### src/rtl/bcd_pkg.sv
// Shared types and constants for the serial BCD adder.
package bcd_pkg;

   // Controller states: accept in IDLE, one digit per cycle in ADD, report in DONE.
   typedef enum logic [1:0] {
      IDLE = 2'd0,
      ADD  = 2'd1,
      DONE = 2'd2
   } state_t;

   // Largest legal decimal digit; anything above it needs correction or is invalid.
   localparam logic [3:0] BCD_MAX_DIGIT  = 4'd9;

   // Added to a binary digit sum above 9 to skip the six unused 4-bit codes.
   localparam logic [3:0] BCD_CORRECTION = 4'd6;

endpackage

### src/rtl/bcd_serial_add_ctrl_if.sv
// Request/result bundle between a requester and the serial BCD adder.
//
// Handshake: the requester raises start with A, B and Cin valid. The adder
// samples start only while busy is low; the edge that samples it also captures
// the operands, and busy rises. There is no queueing and no backpressure;
// start seen while busy is high is dropped. done is a single-cycle pulse
// marking the cycle in which Sum, Cout and err are final. Those outputs then
// hold until the next accepted start.
interface bcd_serial_add_ctrl_if #(
   parameter int NUM_DIGITS = 4
);
   logic                    start;
   logic [4*NUM_DIGITS-1:0] A;
   logic [4*NUM_DIGITS-1:0] B;
   logic                    Cin;
   logic                    busy;
   logic                    done;
   logic [4*NUM_DIGITS-1:0] Sum;
   logic                    Cout;
   logic                    err;

   modport master (
      output start, A, B, Cin,
      input  busy, done, Sum, Cout, err
   );

   modport slave (
      input  start, A, B, Cin,
      output busy, done, Sum, Cout, err
   );
endinterface

### src/rtl/bcd_digit_add.sv
// Single-digit BCD adder: a + b + ci, with decimal correction.
// Digits above 9 on the inputs are not rejected here. They go through the same
// arithmetic, so 0xF + 0 gives digit 5 with carry 1.
module bcd_digit_add
   import bcd_pkg::*;
(
   input  logic [3:0] a,
   input  logic [3:0] b,
   input  logic       ci,
   output logic [3:0] s,
   output logic       co
);

   logic [4:0] raw;

   // Binary add, then fold sums above 9 back into a decimal digit plus carry.
   always_comb begin
      raw = {1'b0, a} + {1'b0, b} + {4'd0, ci};
      if (raw > {1'b0, BCD_MAX_DIGIT}) begin
         s  = raw[3:0] + BCD_CORRECTION;
         co = 1'b1;
      end else begin
         s  = raw[3:0];
         co = 1'b0;
      end
   end

endmodule

### src/rtl/bcd_serial_add_ctrl.sv
// Serial BCD adder controller: one digit per clock, least significant first.
// Optional feature: define BCD_SERIAL_ADD_INVALID_CHECK_EN to reject operands
// that contain a digit above 9. A rejected request raises err, leaves Sum and
// Cout at 0, and reports done in the cycle after acceptance.
module bcd_serial_add_ctrl
   import bcd_pkg::*;
#(
   parameter int NUM_DIGITS = 4
)(
   input  logic                        clk,
   input  logic                        rst,
   bcd_serial_add_ctrl_if.slave        bus,
   output state_t                      state_dbg
);

   localparam int W  = 4 * NUM_DIGITS;
   localparam int IW = (NUM_DIGITS > 1) ? $clog2(NUM_DIGITS) : 1;
   localparam logic [IW-1:0] LAST_IDX = IW'(NUM_DIGITS - 1);

   state_t          state;
   logic [W-1:0]    a_q;
   logic [W-1:0]    b_q;
   logic [W-1:0]    sum_q;
   logic [IW-1:0]   idx;
   logic            carry;
   logic            cout_q;
   logic            done_q;
   logic            busy_q;
   logic            err_q;

   logic [3:0]      dig_a;
   logic [3:0]      dig_b;
   logic [3:0]      dig_s;
   logic            dig_co;

`ifdef BCD_SERIAL_ADD_INVALID_CHECK_EN
   // True when any digit of v lies outside 0..9.
   function automatic logic has_invalid_digit(input logic [W-1:0] v);
      logic bad;
      bad = 1'b0;
      for (int d = 0; d < NUM_DIGITS; d++) begin
         if (v[4*d +: 4] > BCD_MAX_DIGIT) bad = 1'b1;
      end
      return bad;
   endfunction
`endif

   // The current digit comes from the latched operands, so inputs may change mid-add.
   always_comb begin
      dig_a = a_q[{idx, 2'b00} +: 4];
      dig_b = b_q[{idx, 2'b00} +: 4];
   end

   bcd_digit_add u_digit (
      .a  (dig_a),
      .b  (dig_b),
      .ci (carry),
      .s  (dig_s),
      .co (dig_co)
   );

   // Controller FSM plus its operand, index, carry and result registers.
   always_ff @(posedge clk or posedge rst) begin
      if (rst) begin
         state  <= IDLE;
         a_q    <= '0;
         b_q    <= '0;
         sum_q  <= '0;
         idx    <= '0;
         carry  <= 1'b0;
         cout_q <= 1'b0;
         done_q <= 1'b0;
         busy_q <= 1'b0;
         err_q  <= 1'b0;
      end else begin
         case (state)
            IDLE: begin
               if (bus.start) begin
                  a_q    <= bus.A;
                  b_q    <= bus.B;
                  carry  <= bus.Cin;
                  sum_q  <= '0;
                  cout_q <= 1'b0;
                  idx    <= '0;
                  busy_q <= 1'b1;
`ifdef BCD_SERIAL_ADD_INVALID_CHECK_EN
                  if (has_invalid_digit(bus.A) || has_invalid_digit(bus.B)) begin
                     err_q  <= 1'b1;
                     done_q <= 1'b1;
                     state  <= DONE;
                  end else begin
                     err_q  <= 1'b0;
                     state  <= ADD;
                  end
`else
                  err_q  <= 1'b0;
                  state  <= ADD;
`endif
               end
            end
            ADD: begin
               sum_q[{idx, 2'b00} +: 4] <= dig_s;
               carry                    <= dig_co;
               if (idx == LAST_IDX) begin
                  cout_q <= dig_co;
                  done_q <= 1'b1;
                  state  <= DONE;
               end else begin
                  idx <= idx + 1'b1;
               end
            end
            DONE: begin
               done_q <= 1'b0;
               busy_q <= 1'b0;
               state  <= IDLE;
            end
            default: begin
               done_q <= 1'b0;
               busy_q <= 1'b0;
               state  <= IDLE;
            end
         endcase
      end
   end

   assign bus.Sum  = sum_q;
   assign bus.Cout = cout_q;
   assign bus.done = done_q;
   assign bus.busy = busy_q;
   assign bus.err  = err_q;
   assign state_dbg = state;

endmodule

### src/flat_wrapper.sv
// flat-port wrapper written by rule: the top's interface ports become plain ports
module bcd_serial_add_ctrl_flat import bcd_pkg::*;
#(
   parameter int NUM_DIGITS = 4
)
  (clk, rst, state_dbg, bus_start, bus_A, bus_B, bus_Cin, bus_busy, bus_done, bus_Sum, bus_Cout, bus_err);
  bcd_serial_add_ctrl_if #(.NUM_DIGITS(NUM_DIGITS)) bus_i ();
  input  logic clk;
  input  logic rst;
  output state_t state_dbg;
  input wire logic [$bits(bus_i.start)-1:0] bus_start;
  input wire logic [$bits(bus_i.A)-1:0] bus_A;
  input wire logic [$bits(bus_i.B)-1:0] bus_B;
  input wire logic [$bits(bus_i.Cin)-1:0] bus_Cin;
  output wire logic [$bits(bus_i.busy)-1:0] bus_busy;
  output wire logic [$bits(bus_i.done)-1:0] bus_done;
  output wire logic [$bits(bus_i.Sum)-1:0] bus_Sum;
  output wire logic [$bits(bus_i.Cout)-1:0] bus_Cout;
  output wire logic [$bits(bus_i.err)-1:0] bus_err;
  assign bus_i.start = bus_start;
  assign bus_i.A = bus_A;
  assign bus_i.B = bus_B;
  assign bus_i.Cin = bus_Cin;
  assign bus_busy = bus_i.busy;
  assign bus_done = bus_i.done;
  assign bus_Sum = bus_i.Sum;
  assign bus_Cout = bus_i.Cout;
  assign bus_err = bus_i.err;
  bcd_serial_add_ctrl #(.NUM_DIGITS(NUM_DIGITS)) u_core (.clk(clk), .rst(rst), .bus(bus_i), .state_dbg(state_dbg));
endmodule
### config.mk
export PLATFORM = sky130hd
export DESIGN_NAME = bcd_serial_add_ctrl_flat
export DESIGN_NICKNAME = d
export VERILOG_FILES = /design/src/rtl/bcd_pkg.sv /design/src/rtl/bcd_serial_add_ctrl_if.sv /design/src/rtl/bcd_digit_add.sv /design/src/rtl/bcd_serial_add_ctrl.sv /design/src/flat_wrapper.sv
export SDC_FILE = /design/constraint.sdc
export NUM_CORES = 1
export LEC_CHECK = 0
export CORE_MARGIN = 2
export CORE_UTILIZATION = 51
export DETAILED_ROUTE_END_ITERATION = 8
export GPL_TIMING_DRIVEN = 0
export PLACE_DENSITY = 0.81
export SYNTH_ARGS = -nofsm -noshare
export SYNTH_HDL_FRONTEND = slang
export SYNTH_HIERARCHICAL = 1
export SYNTH_SLANG_ARGS = --single-unit
### constraint.sdc
create_clock -name clk -period 4.95 [get_ports clk]
set_input_delay 0.495 -clock clk [delete_from_list [all_inputs] [get_ports clk]]
set_output_delay 0.495 -clock clk [all_outputs]
set_load 0.005 [all_outputs]
==> summary.md, run 1 <==
| Metric | Value |
|---|---|
| Port Buffers | between 50 and 60 |
| Total number of vias | roughly 1700 |
| Placer Congestion | 0.786 |
| Setup bufs post-CTS | 0 |
| Dpl ws | approximately 1.0 ns |
| Most frequent cells in the layout | clkdlybuf4s50_1, dfrtp_1, mux2_2 |
| CP Cell Sequence | buf_4 > mux4_2 > fa_1 > fa_1 > xnor2_1 > ha_1 > a31o_1 > o31ai_4 > mux2i_1 > a22o_1 |
| Cells on worst reg2reg path | 10 |
| PostCTS Resize Cnt | 0 |
| # Max-Cap Violations | 0 |
| Via density | approximately 5.3 |
| Worst Path Required | 5.20 ns |
| RR Startpoint | u_core/idx[0] |
| Crit path launch type | flip-flop |
| Fin crit share | approximately 80% |
| Clk sink count | 56 |
| Status | completed |
| Vias in the first global route | 1765 |
| Critical Path Start | u_core/idx[0] |
| Most used DFF post-synth | dfrtp_1 |
| Count of state elements after synthesis | 56 |
| IO Count | 58 |
| CTS Buf Count | 5 |
| Syn. warnings | 6 |
| Hold WC Path Type | primary input to asynchronous set/reset pin |
| Syn Inst Count | ~190 |
| CP Max Fanout | 10 |
| CTS tree | built |
| Iteration-0 DRC Markers | 93 |
| Final net count | about 300 |
| ANT nets after route | 0 |
| Core area | ~5200 um^2 |
| Height of the die | between 70 and 80 um |
| Post-route setup slack | slightly below 1 ns |
| Syn Nets | around 240 |
| Drt total wl | about 5000 um |
| Synth-to-Final Area Change | 28.3% |
| CP endpoint kind | flip-flop |
| Post-synthesis sequential area ratio | between 50% and 60% |
| Die X | 77.6 um |
| Ant. Diodes | 0 |
| EDFF count, synth | 0 |
| Mean Syn Cell Area | about 15 um^2 |
| Slew Viols, Final | 0 |
| Setup slack, reg-to-reg | 0.98 ns |
| Largest net degree at the start of global routing | 37 |
| Final Setup Violations | 0 |
| Die area | 6010 um^2 |
| Unrepaired setup endpoints after global routing | no |
| 1st-pass router iterations | 4 |
| CP peak stage delay | 0.57 ns |
| Drt wl/cell | 15.4 um |
| WP data arrival | approximately 4.2 ns |
| Setup CP Type | flip-flop to flip-flop |
| Cell mode on critical path | fa_1 |
| GRT overflow | 0 |
| Setup TNS Final | 0 ns |
| All-Layer GR Usage | about 18% |
| Initial core utilization | 53.3% |
| Clock Skew | 0.00693 ns |
| Synth cell types | 34 |
| Ys async rst share | 100% |
| Synth Cell Area | between 2000 and 3000 um^2 |
| Final hold vios | 0 |
| Htree depth | 2 |
| Residual DRC | 0 |
| Share of layout cells above drive strength 1 | 26.4% |
| Cts hold-fix bufs | 0 |
| Clk_lat worst skew | about 0.31 ns |
| Clock Path Buffers | 2 |
| Clock slew at reported path FFs | around 0.10 ns |
| Crit path time final | about 4 ns |
| Fmax | around 250 MHz |
| CTS root buffer | clkbuf_8 |
| First-pass GRT wire length | approximately 8500 um |
| Antenna violations before repair | 0 |
| Cell Rows | 26 |
| Post-DP HPWL | 3820 um |
| CP max-delay cell | mux4_2 |
==> registers in the layout (all words and copies together), names as in the netlist <==
name and flops:
u_core/idx 2, u_core/a_q 16, u_core/state_dbg 2, u_core/bus.busy 1, u_core/carry 1, u_core/bus.Cout 1, u_core/bus.Sum 16, u_core/b_q 16
u_core/bus.done 1
==> critical path, delay by kind of cell, from the launching register on <==
kind | cells | cell delay (ns)
mux | 2 | 1.02
buf+inv | 1 | 0.29
flops | 1 | 0.50
fa+ha+maj | 3 | 1.13
xor+xnor | 1 | 0.18
compound gates | 3 | 0.80
==> through the flow <==
step	cell area, um^2	std cells	hold slack [ns]	util, %
floorplan	2760	189	0.470	-
finish	3540	324	0.505	68.4
CTS	3540	324	0.513	68.4
global route	3540	324	0.525	68.4
detailed placement	3430	316	0.487	66.3
global placement	3410	315	0.485	65.9
==> synthesized netlist by cell type, types with 2 or more instances <==
| master | count | area (um^2) |
|---|---|---|
| a21o_1 | 4 | 30.0 |
| a21oi_1 | 8 | 40.0 |
| a22o_1 | 20 | 175 |
| buf_2 | 2 | 10.0 |
| buf_4 | 2 | 15.0 |
| buf_6 | 4 | 45.0 |
| dfrtp_1 | 56 | 1400 |
| fa_1 | 2 | 40.0 |
| ha_1 | 10 | 125 |
| inv_1 | 6 | 22.5 |
| mux2_2 | 33 | 372 |
| mux4_2 | 8 | 180 |
| nand2_1 | 7 | 26.3 |
| nand2b_1 | 2 | 12.5 |
| nor2_1 | 2 | 7.51 |
| nor2b_1 | 2 | 12.5 |
| nor4_4 | 3 | 63.8 |
| xnor2_1 | 2 | 17.5 |
==> routing by layer <==
metal / share of wire (%) / global-route usage [%] / vias up
met5: 0 / 0 / -
met4: 1.3 / 6.43 / 0
met3: 4.6 / 5.00 / 6
met2: 47 / 28.9 / 45
met1: 47 / 24.9 / 842
li1: - / - / 832
==> cells by family (layout without fill, tap and decap cells) <==
group	after synthesis	count (layout)	synth area share [%]
mux	42	42	20.4
compound gates	39	39	11.3
xor+xnor	2	2	0.635
buf+inv	14	79	3.36
fa+ha+maj	12	12	5.99
simple gates	23	23	7.44
other cells	1	1	0.136
flops	56	56	50.8
==> area by class of cell <==
| class | instances | area (um^2) |
|---|---|---|
| buffer | 8 | 70.1 |
| clock buffer | 5 | 68.8 |
| clock inverter | 3 | 42.5 |
| fill | 377 | 1630 |
| inverter | 6 | 22.5 |
| multi-input combinational | 119 | 1260 |
| sequential | 56 | 1400 |
| tap | 70 | 87.6 |
| timing repair buffer | 57 | 581 |
==> final timing paths <==
path	end
max in group asynchronous	u_core/carry
min	u_core/bus.Sum[3]
min in group clk	u_core/bus.Sum[6]
max	u_core/bus.Sum[2]
max reg2reg	u_core/bus.Sum[2]
min reg2reg	u_core/bus.Sum[6]
Power of run 1 is not shown: default switching activity piles up to over one toggle a cycle in this logic, so the estimate is an artifact.
==> run 2, diff against run 1 <==
==> constraint.sdc (replaced) <==
create_clock -name clk -period 4 [get_ports clk]
set_input_delay 0.4 -clock clk [delete_from_list [all_inputs] [get_ports clk]]
set_output_delay 0.4 -clock clk [all_outputs]
set_load 0.005 [all_outputs]
==> summary.md, run 2 (synthesized netlist as in run 1, its figures left out) <==
| Metric | Value |
|---|---|
| Status | completed |
| Final Setup Violations | 0 |
| IO Count | just under 60 |
| Most common cell after layout, fill and taps aside | clkdlybuf4s50_1 |
| Drt total wl | about 5000 um |
| Cells on worst reg2reg path | 10 |
| FILL cells | about 380 |
| Largest net degree at the start of global routing | 37 |
| Placer Congestion | 0.786 |
| Fmax | about 260 MHz |
| Drt wl/cell | roughly 15 um |
| Clock Path Buffers | 2 |
| CP Cell Sequence | buf_4 > mux4_2 > fa_1 > fa_1 > xnor2_1 > ha_1 > a31o_1 > a2111oi_0 > nor2b_1 > a22o_1 |
| Worst Path Required | 4.20 ns |
| Final net count | ~300 |
| Final hold vios | 0 |
| Via density | 5.32 |
| Clock slew at reported path FFs | about 0.1 ns |
| Post-DP HPWL | between 3000 and 4000 um |
| Hold WC Path Type | primary input to asynchronous set/reset pin |
| DP Area | 3430 um^2 |
| Clock Skew | roughly 0.0066 ns |
| Core area | roughly 5200 um^2 |
| Crit path launch type | flip-flop |
| Die X | a little under 80 um |
| ANT nets after route | 0 |
| CTS root buffer | clkbuf_8 |
| RR Startpoint | u_core/idx[0] |
| Share of layout cells above drive strength 1 | 27.2% |
| CP peak stage delay | approximately 0.57 ns |
| Synth-to-Final Area Change | 28.4% |
| Die area | roughly 6000 um^2 |
| CTS Buf Count | 5 |
| First-pass GRT wire length | 8500 um |
| Reg2reg end | u_core/bus.Sum[15] |
| Most frequent cells in the layout | clkdlybuf4s50_1, dfrtp_1, mux2_2 |
| Slew Viols, Final | 0 |
| Design area | around 3500 um^2 |
| Crit path time final | between 3 and 4 ns |
| Setup slack, reg-to-reg | about 0.15 ns |
| Fin crit share | just under 100% |
| Ant. Diodes | 0 |
| Clk_lat worst skew | approximately 0.31 ns |
| CTS tree | built |
| All-Layer GR Usage | 18.4% |
| Antenna violations before repair | 0 |
| WP data arrival | approximately 4 ns |
| Setup CP Type | flip-flop to flip-flop |
| Height of the die | 77.6 um |
| Clk sink count | 56 |
| Cell mode on critical path | fa_1 |
| Total number of vias | ~1700 |
| Htree depth | 2 |
| Residual DRC | 0 |
| Cell Rows | 26 |
| GRT overflow | 0 |
| Initial core utilization | a little over half |
| CP max-delay cell | mux4_2 |
| Port Buffers | 56 |
| 1st-pass router iterations | 4 |
| CP Max Fanout | 10 |
| # Max-Cap Violations | 0 |
| Vias in the first global route | ~1800 |
| Iteration-0 DRC Markers | 67 |
| Unrepaired setup endpoints after global routing | yes |
| CP endpoint kind | flip-flop |
==> run 2: changes by cell type in the layout (fill, tap and decap cells not counted) <==
cell     before  now
dfrtp_1      56   55
dfrtp_2       0    1
mux2i_1       1    0
mux2i_2       0    1
==> run 2: how the worst max path moves through the flow <==
stage	from	cells after the start	slack (ns)	endpoint
floorplan	u_core/idx[0]	10	0.46	u_core/bus.Sum[2]
global placement	u_core/idx[0]	10	0.07	u_core/bus.Sum[2]
detailed placement	u_core/idx[0]	10	0.05	u_core/bus.Sum[2]
CTS	u_core/idx[0]	10	0.01	u_core/bus.Sum[2]
global route	u_core/idx[0]	10	-0.02	u_core/bus.Sum[14]
finish	u_core/idx[0]	10	0.15	u_core/bus.Sum[15]
==> run 2: through the flow <==
| stage | hold slack (ns) | setup TNS [ns] | setup WS, ns | util (%) | cells |
|---|---|---|---|---|---|
| 2_1_floorplan | 0.470 | 0 | 0.459 | - | 189 |
| 6_report | 0.410 | 0 | 0.146 | 68.5 | 324 |
| 3_5_place_dp | 0.487 | 0 | 0.0525 | 66.3 | 316 |
| 5_1_grt | 0.446 | -0.0562 | -0.0243 | 68.5 | 324 |
| 4_1_cts | 0.420 | 0 | 0.0148 | 68.4 | 324 |
| 3_3_place_gp | 0.485 | 0 | 0.0666 | 65.9 | 315 |
==> run 2: critical path, delay by kind of cell (launching register included) <==
kind	cells	cell delay (ns)
compound gates	3	0.94
xor+xnor	1	0.20
fa+ha+maj	3	1.14
buf+inv	1	0.26
flops	1	0.45
mux	1	0.57
simple gates	1	0.20
==> run 2: layout make-up <==
class                      instances  area [um^2]  share of cell area, %
buffer                             8         70.1                   1.98
clock buffer                       5         68.8                   1.94
clock inverter                     3         42.5                   1.20
inverter                           6         22.5                  0.636
multi-input combinational        119         1270                   35.8
sequential                        56         1400                   39.6
tap                               70         87.6                   2.47
timing repair buffer              57          581                   16.4
==> run 2: layer usage <==
layer  share of wire, %  global-route usage [%]  wire length (um)
met5                  0                       0                 0
met4                1.3                    6.43                65
met3                4.6                    5.00               231
met2                 48                    28.9              2380
met1                 47                    24.9              2330
==> run 2: timing repair <==
action | 4_1_cts | 5_1_grt
buffers inserted | 0 | 0
hold buffers | 0 | 0
endpoints found under the setup margin | 0 | 11
gates resized for setup | 0 | 2
Power of run 2 is left out for the same reason.
==> run 3, diff against run 2 <==
--- a/config.mk
+++ b/config.mk
@@ -5,7 +5,7 @@
 export SDC_FILE = /design/constraint.sdc
 export NUM_CORES = 1
 export LEC_CHECK = 0
-export CORE_MARGIN = 2
+export CORE_MARGIN = 3
 export CORE_UTILIZATION = 51
 export DETAILED_ROUTE_END_ITERATION = 8
 export GPL_TIMING_DRIVEN = 0
==> summary.md, run 3 (synthesized netlist as in run 1, its figures left out) <==
| Metric | Value |
|---|---|
| RR Startpoint | u_core/idx[0] |
| Worst Path Buf+Inv | 1 |
| ANT nets after route | 0 |
| Synth-to-Final Area Change | 28.2% |
| Setup CP Type | flip-flop to flip-flop |
| 1st-pass router iterations | 4 |
| All-Layer GR Usage | roughly 18% |
| First-pass GRT wire length | roughly 8500 um |
| Port Buffers | 56 |
| Antenna violations before repair | 0 |
| Hold WC Path Type | primary input to asynchronous set/reset pin |
| CTS tree | built |
| Clk sink count | 56 |
| Critical Path Start | u_core/idx[0] |
| Setup slack, reg-to-reg | 0.15 ns |
| Most common cell after layout, fill and taps aside | clkdlybuf4s50_1 |
| Clock Path Buffers | 2 |
| Status | completed |
| Reg2reg end | u_core/bus.Sum[2] |
| Die area | 6330 um^2 |
| WP data arrival | 4.09 ns |
| Top sig layer | met4 |
| Placer Congestion | between 0.7 and 0.8 |
| CP peak stage delay | 0.57 ns |
| Fmax | 260 MHz |
| FILL cells | 386 |
| Vias in the first global route | about 1700 |
| Final hold vios | 0 |
| Post-DP HPWL | ~3900 um |
| Worst Path Required | ~4.2 ns |
| Cells on worst reg2reg path | 10 |
| Height of the die | 79.6 um |
| Crit path launch type | flip-flop |
| Largest net degree at the start of global routing | 37 |
| Largest delay contributor family on the critical path | adder cells |
| CP Max Fanout | 10 |
| Via density | between 5 and 6 |
| Share of layout cells above drive strength 1 | 27.2% |
| Ant. Diodes | 0 |
| IO Count | 58 |
| Slew Viols, Final | 0 |
| Iteration-0 DRC Markers | 68 |
| CP Cell Sequence | buf_6 > mux4_2 > fa_1 > fa_1 > xnor2_1 > ha_1 > a31o_1 > o31ai_4 > mux2i_4 > a22o_1 |
| Fin crit share | a little over nine tenths |
| Clock Skew | around 0.0085 ns |
| Dpl ws | -0.00437 ns |
| CP endpoint kind | flip-flop |
| Wl on met1 | approximately 2300 um |
| Drt wl/cell | roughly 16 um |
| Clock slew at reported path FFs | 0.09 ns |
| CTS root buffer | clkbuf_8 |
| CTS Buf Count | 5 |
| Final cell count without fillers | between 300 and 400 |
| Final Setup Violations | 0 |
| Unrepaired setup endpoints after global routing | no |
| Multi-input gate area | ~1300 um^2 |
| Worst setup path endpoint | u_core/bus.Sum[2] |
| Total number of vias | between 1500 and 2000 |
| Cell Rows | 26 |
| CP Depth | 10 |
| FF/Latch Area | 1400 um^2 |
| CP max-delay cell | mux4_2 |
| Final net count | roughly 300 |
| Core area | roughly 5200 um^2 |
| Clk_lat worst skew | slightly above 0.3 ns |
| Setup bufs post-CTS | 0 |
| Residual DRC | 0 |
| Met3 wire length | around 200 um |
| WL met2 | approximately 2400 um |
| Htree depth | 2 |
| # Max-Cap Violations | 0 |
| Drt total wl | roughly 5000 um |
| GRT overflow | 0 |
| Initial core utilization | ~53% |
| Cts hold-fix bufs | 0 |
| Cells after DPL | roughly 320 |
| Most frequent cells in the layout | clkdlybuf4s50_1, dfrtp_1, mux2_2 |
| Die X | between 70 and 80 um |
| Cell mode on critical path | fa_1 |
| Crit path time final | 3.85 ns |
| Post-route setup slack | between 0.15 and 0.2 ns |
[run 3: repair_timing]
item                       4_1_cts  5_1_grt
pin swaps                        0        0
gates resized for setup          1        3
setup endpoints to repair        3       12
[run 3: layout make-up]
type,instances,area share [%]
Buffer,8,2.09
Clock buffer,6,2.33
Clock inverter,2,0.283
Inverter,6,0.637
Multi-Input combinational cell,119,36.1
Sequential cell,56,39.7
Tap cell,70,2.48
Timing Repair Buffer,57,16.4
[run 3: how the worst min path moves through the flow]
stage | start | end | depth (start not counted)
after floorplan | u_core/carry | u_core/carry | 2
after global placement | u_core/carry | u_core/carry | 2
after detailed placement | u_core/bus.Sum[0] | u_core/bus.Sum[0] | 1
after CTS | rst | u_core/a_q[4] | 2
after global routing | rst | u_core/a_q[4] | 2
final | rst | u_core/a_q[4] | 2
[run 3: metal layers]
layer / up-vias / track usage, %
li1: 831 / -
met1: 860 / 24.4
met2: 46 / 28.1
met3: 8 / 2.71
met4: 0 / 7.90
met5: - / 0
[run 3: metrics by stage]
stage	util (%)	TNS, ns	instance area [um^2]	hold slack, ns
4_1_cts	68.1	0	3520	0.420
3_5_place_dp	66.3	-0.00437	3430	0.487
3_3_place_gp	65.9	0	3410	0.485
6_report	68.4	0	3540	0.414
2_1_floorplan	-	0	2760	0.470
5_1_grt	68.4	0	3540	0.446
Power of run 3 is left out for the same reason.
